--- src/rtl/seq_divider_n.sv ---
// Restoring divider: one quotient bit per clock, optional two's-complement mode.
// Fixed WIDTH+1 cycle latency from accept; starts arriving while busy are dropped.
module seq_divider_n #(
    parameter int WIDTH     = 8,
    parameter bit SIGNED_EN = 1'b1
) (
    input  logic             clk,
    input  logic             rst,
    input  logic             div_start,
    input  logic             signed_mode,
    input  logic [WIDTH-1:0] divident,
    input  logic [WIDTH-1:0] divisor,
    output logic             busy,
    output logic             div_ready,
    output logic [WIDTH-1:0] quotient,
    output logic [WIDTH-1:0] remainder,
    output logic             div_by_zero
);
    localparam int CW = (WIDTH > 2) ? $clog2(WIDTH) : 1;

    typedef enum logic [1:0] {
        S_IDLE,
        S_CALC,
        S_FIX
    } state_t;

    state_t           r_state;
    state_t           w_state_nxt;
    logic [CW-1:0]    r_cnt;
    logic [WIDTH-1:0] r_raw_dvd;
    logic [WIDTH-1:0] r_dvd_q;
    logic [WIDTH-1:0] r_dvs;
    logic [WIDTH-1:0] r_rem;
    logic             r_neg_q;
    logic             r_neg_r;
    logic             r_dz;
    logic             r_ready;

    logic             w_accept;
    logic             w_signed_op;
    logic             w_qbit;
    logic [WIDTH-1:0] w_dvd_abs;
    logic [WIDTH-1:0] w_dvs_abs;
    logic [WIDTH-1:0] w_rem_nxt;
    logic [WIDTH:0]   w_trial;
    logic [WIDTH:0]   w_diff;

    always_ff @(posedge clk) begin
        if (rst) begin
            r_state <= S_IDLE;
        end else begin
            r_state <= w_state_nxt;
        end
    end

    always_comb begin
        w_state_nxt = r_state;
        w_accept    = 1'b0;
        case (r_state)
            S_IDLE: begin
                if (div_start) begin
                    w_accept    = 1'b1;
                    w_state_nxt = S_CALC;
                end
            end
            S_CALC: begin
                if (r_cnt == '0) begin
                    w_state_nxt = S_FIX;
                end
            end
            S_FIX:   w_state_nxt = S_IDLE;
            default: w_state_nxt = S_IDLE;
        endcase
    end

    assign w_signed_op = SIGNED_EN && signed_mode;
    assign w_dvd_abs   = (w_signed_op && divident[WIDTH-1]) ? -divident : divident;
    assign w_dvs_abs   = (w_signed_op && divisor[WIDTH-1])  ? -divisor  : divisor;

    // Partial remainder is widened by one bit so the trial subtract never overflows;
    // the borrow out of that extra bit is the inverted quotient bit.
    assign w_trial   = {r_rem, r_dvd_q[WIDTH-1]};
    assign w_diff    = w_trial - {1'b0, r_dvs};
    assign w_qbit    = ~w_diff[WIDTH];
    assign w_rem_nxt = w_qbit ? w_diff[WIDTH-1:0] : w_trial[WIDTH-1:0];

    always_ff @(posedge clk) begin
        if (rst) begin
            r_cnt       <= '0;
            r_raw_dvd   <= '0;
            r_dvd_q     <= '0;
            r_dvs       <= '0;
            r_rem       <= '0;
            r_neg_q     <= 1'b0;
            r_neg_r     <= 1'b0;
            r_dz        <= 1'b0;
            r_ready     <= 1'b0;
            quotient    <= '0;
            remainder   <= '0;
            div_by_zero <= 1'b0;
        end else begin
            r_ready <= 1'b0;
            if (w_accept) begin
                r_raw_dvd <= divident;
                r_dvd_q   <= w_dvd_abs;
                r_dvs     <= w_dvs_abs;
                r_rem     <= '0;
                r_neg_q   <= w_signed_op && (divident[WIDTH-1] ^ divisor[WIDTH-1]);
                r_neg_r   <= w_signed_op && divident[WIDTH-1];
                r_dz      <= (divisor == '0);
                r_cnt     <= CW'(WIDTH - 1);
            end else if (r_state == S_CALC) begin
                // Dividend register doubles as the quotient shift register.
                r_rem   <= w_rem_nxt;
                r_dvd_q <= {r_dvd_q[WIDTH-2:0], w_qbit};
                r_cnt   <= r_cnt - CW'(1);
            end else if (r_state == S_FIX) begin
                quotient    <= r_dz ? '1 : (r_neg_q ? -r_dvd_q : r_dvd_q);
                remainder   <= r_dz ? r_raw_dvd : (r_neg_r ? -r_rem : r_rem);
                div_by_zero <= r_dz;
                r_ready     <= 1'b1;
            end
        end
    end

    assign busy      = (r_state != S_IDLE);
    assign div_ready = r_ready;

endmodule
--- config.mk ---
export PLATFORM = sky130hd
export DESIGN_NAME = seq_divider_n
export DESIGN_NICKNAME = d
export VERILOG_FILES = /design/src/rtl/seq_divider_n.sv
export SDC_FILE = /design/constraint.sdc
export NUM_CORES = 1
export LEC_CHECK = 0
export ABC_AREA = 1
export BUFFER_PORTS_ARGS = -buffer_cell sky130_fd_sc_hd__buf_4
export CAP_MARGIN = 10
export CORE_MARGIN = 8
export CORE_UTILIZATION = 55
export CTS_BUF_LIST = sky130_fd_sc_hd__clkbuf_16
export CTS_CLUSTER_SIZE = 8
export DETAILED_ROUTE_END_ITERATION = 10
export PLACE_DENSITY = 0.82
export SYNTH_ARGS = -nofsm -noshare
export SYNTH_HDL_FRONTEND = slang
export SYNTH_SLANG_ARGS = --single-unit
--- constraint.sdc ---
create_clock -name clk -period 2.79 [get_ports clk]
set_clock_uncertainty 0.15 [all_clocks]
set_input_delay 0 -clock clk [delete_from_list [all_inputs] [get_ports clk]]
set_output_delay 0 -clock clk [all_outputs]
set_load 0.01 [all_outputs]
==> flow_summary.yaml <==
power_and_ir_drop:
  combPwrFrac: 0.255
  power_density_nw_per_um2: 706
  leakage_nw: 2.00
  p_seq_frac: 0.311
  p_sw_mw: 0.958
  sw_frac_of_total: 0.318
  finalPower_mw: 3.01
  p_int_mw: 2.05
  ir_drop_v: 0.000480
  clkPwrFrac: 0.434
sta:
  period_needed_ps: 2530
  fin_crit_sh: 0.907
  maxSlewHeadroom: 0.522
  max_freq_mhz: 395
  hold_viol_final: 0
  hold-worst-slack_ps: 44.9
  tightest_slew_ps: 716
  rsz0062_at_grt: "no"
  setup_slack_ps: 261
  setup_tns_ps: 0
  slew_viol_final: 0
  setup_violations: 0
yosys:
  synth_edf_count: 0
  ys_seq_area_frac: 0.348
  ys_ff_latch: 58
  ys.flop_type: "dfxtp_1"
  async_reset_ff_frac: 0
  synth_top_cells_by_count: "nand2_1, inv_1, dfxtp_1, nand3_1, o21ai_0"
  synth_cells: 487
  netlist_area_sq_um: 3340
  yosysTopAreaCell: "dfxtp_1"
  synth_cell_types: 40
  ys_warn_count: 0
  synth_area_leaders: "dfxtp_1, nand2_1, inv_1, nand3_1, o21ai_0"
  syn_nets: 522
  yosysMostFrequentCell: "nand2_1"
  postSynthAreaPerCell_sq_um: 6.85
  synth.top_cell.area_share: 0.348
grt:
  grt_max_degree: 26
  gr-usage-all-layers: 0.228
  grt_overflow: 0
  grt_pass1_wl_um: 16400
  antenna_found_initial: 0
  grt_pass1_vias: 3562
clock_tree:
  cts_buffers: 9
  h-tree-depth: 3
  clockBufferDepth: 2
  hold_buffers: 24
  clockRootBuffer: "clkbuf_16"
  postCtsSetupBuffers: 0
  clkTransAtPathRegs_ps: 60
  cts_tree: "built"
  clock_sinks: 58
  cts_resized: 0
  insertion_delay_ps: 330
route:
  drt-total-wl_um: 9640
  vias: 3619
  first_iter_violations: 343
  wl_per_cell_um: 15.3
  ant_nets: 0
  avgViaCountPerCell: 5.74
  drc_errors: 0
  drt_first_pass_iters: 8
floorplan:
  core_area_sq_um: 5890
  dieHeight_um: 93.9
  die_w_um: 93.9
  io_pins: 39
  dieArea_sq_um: 8820
  num_rows: 28
  start_util: 0.567
run:
  drv_cap: 0
layout:
  instances_no_fill: 631
  fin_util: 0.725
  area_growth_pct: 27.8
  fin_nets: 586
  antenna_cells: 0
  fin_area_sq_um: 4270
  fillerInstances: 445
  final_layout_size_suffix_gt1_frac: 0.129
place:
  placed_area_sq_um: 3670
  gp_congestion: 0.908
  dp_slack_ps: 603
  portBuffers: 38
  dpl.cell_count: 591
  dp_hpwl_um: 6520
worst_setup_path:
  crit_type: "input port to flop"
  worstPathMaxFanout: 3
  timing.critical_path.from_type: "input port"
  crit_path_end_kind: "flop"
  cp.arrival_ps: 2600
  critPathRequiredTime_ps: 2860
hold_path:
  hp-class: "input port to flop"
status:
  status: "complete, no violations"
[power by group through the flow]
stage	clock network, mW	registers [mW]	logic (mW)
floorplan	0	0.942	0.551
global placement	0	0.949	0.692
detailed placement	0	0.952	0.716
CTS	1.31	0.935	0.756
global route	1.35	0.944	0.856
finish	1.31	0.937	0.767
[routing by layer]
metal	wire (um)	track usage	vias to the layer above	part of all wire
met3	813	0.0496	32	0.084
met5	0	0	-	0
met1	3890	0.275	1642	0.40
met4	257	0.103	0	0.027
li1	-	-	1735	-
met2	4680	0.379	210	0.49
[state kept, by name (all words and copies together) (netlist names)]
signal and count:
div_by_zero 1, div_ready 1, quotient 8, r_cnt 3, r_dvd_q 8, r_dvs 8
r_dz 1, r_neg_q 1, r_neg_r 1, r_raw_dvd 8, r_rem 8, r_state 2
remainder 8
[worst max-delay path, cell delays in order]
cell and delay (ps):
dlygate4sd3_1 540, buf_4 130, inv_1 90, nand3_1 130, nor3_1 270, o21ai_0 140
dlygate4sd3_1 590, nand2_1 80, o22ai_1 60, dlygate4sd3_1 570
[final cells by class]
cell class / count / area (sq um) / share of cell area
clock buffers: 9 / 225 / 0.0528
clock inverters: 7 / 125 / 0.0293
inverters: 92 / 345 / 0.0810
multi-input cells: 324 / 1760 / 0.412
flip-flops and latches: 58 / 1160 / 0.272
well taps: 75 / 93.8 / 0.0220
repair buffers: 66 / 556 / 0.130
[path summary, 6_finish.rpt]
path / from / end / slack, ps / depth (start not counted)
worst min-delay path: div_start / r_state[0] / 40 / 4
worst max register to register: r_state[0] / r_dz / 430 / 6
worst max-delay path: divisor[0] / r_dvs[5] / 260 / 10
worst min register to register: r_raw_dvd[3] / r_raw_dvd[3] / 310 / 2
[layout by cell type, fill, tap and decap left out, types with 7 or more instances in the layout]
master and n:
inv_1 90, nand3_1 49, o21ai_0 36, dlygate4sd3_1 24, buf_4 42, nand2_1 104
o211ai_1 7, dfxtp_1 58, a21oi_1 26, nor3_1 11, a31oi_1 8, ha_1 14
clkbuf_16 9, nor2_1 24
[cell families (layout without fill, tap and decap cells)]
logic type	count (synthesis)	after routing	share of synthesized area
and+or+nand+nor	205	205	0.277
buffers and inverters	105	174	0.125
AOI/OAI and AO/OA	97	97	0.173
DFF	58	58	0.348
adders and majority gates	15	15	0.0585
xor gates and xnor gates	7	7	0.0184
(Power assumes the default switching activity.)
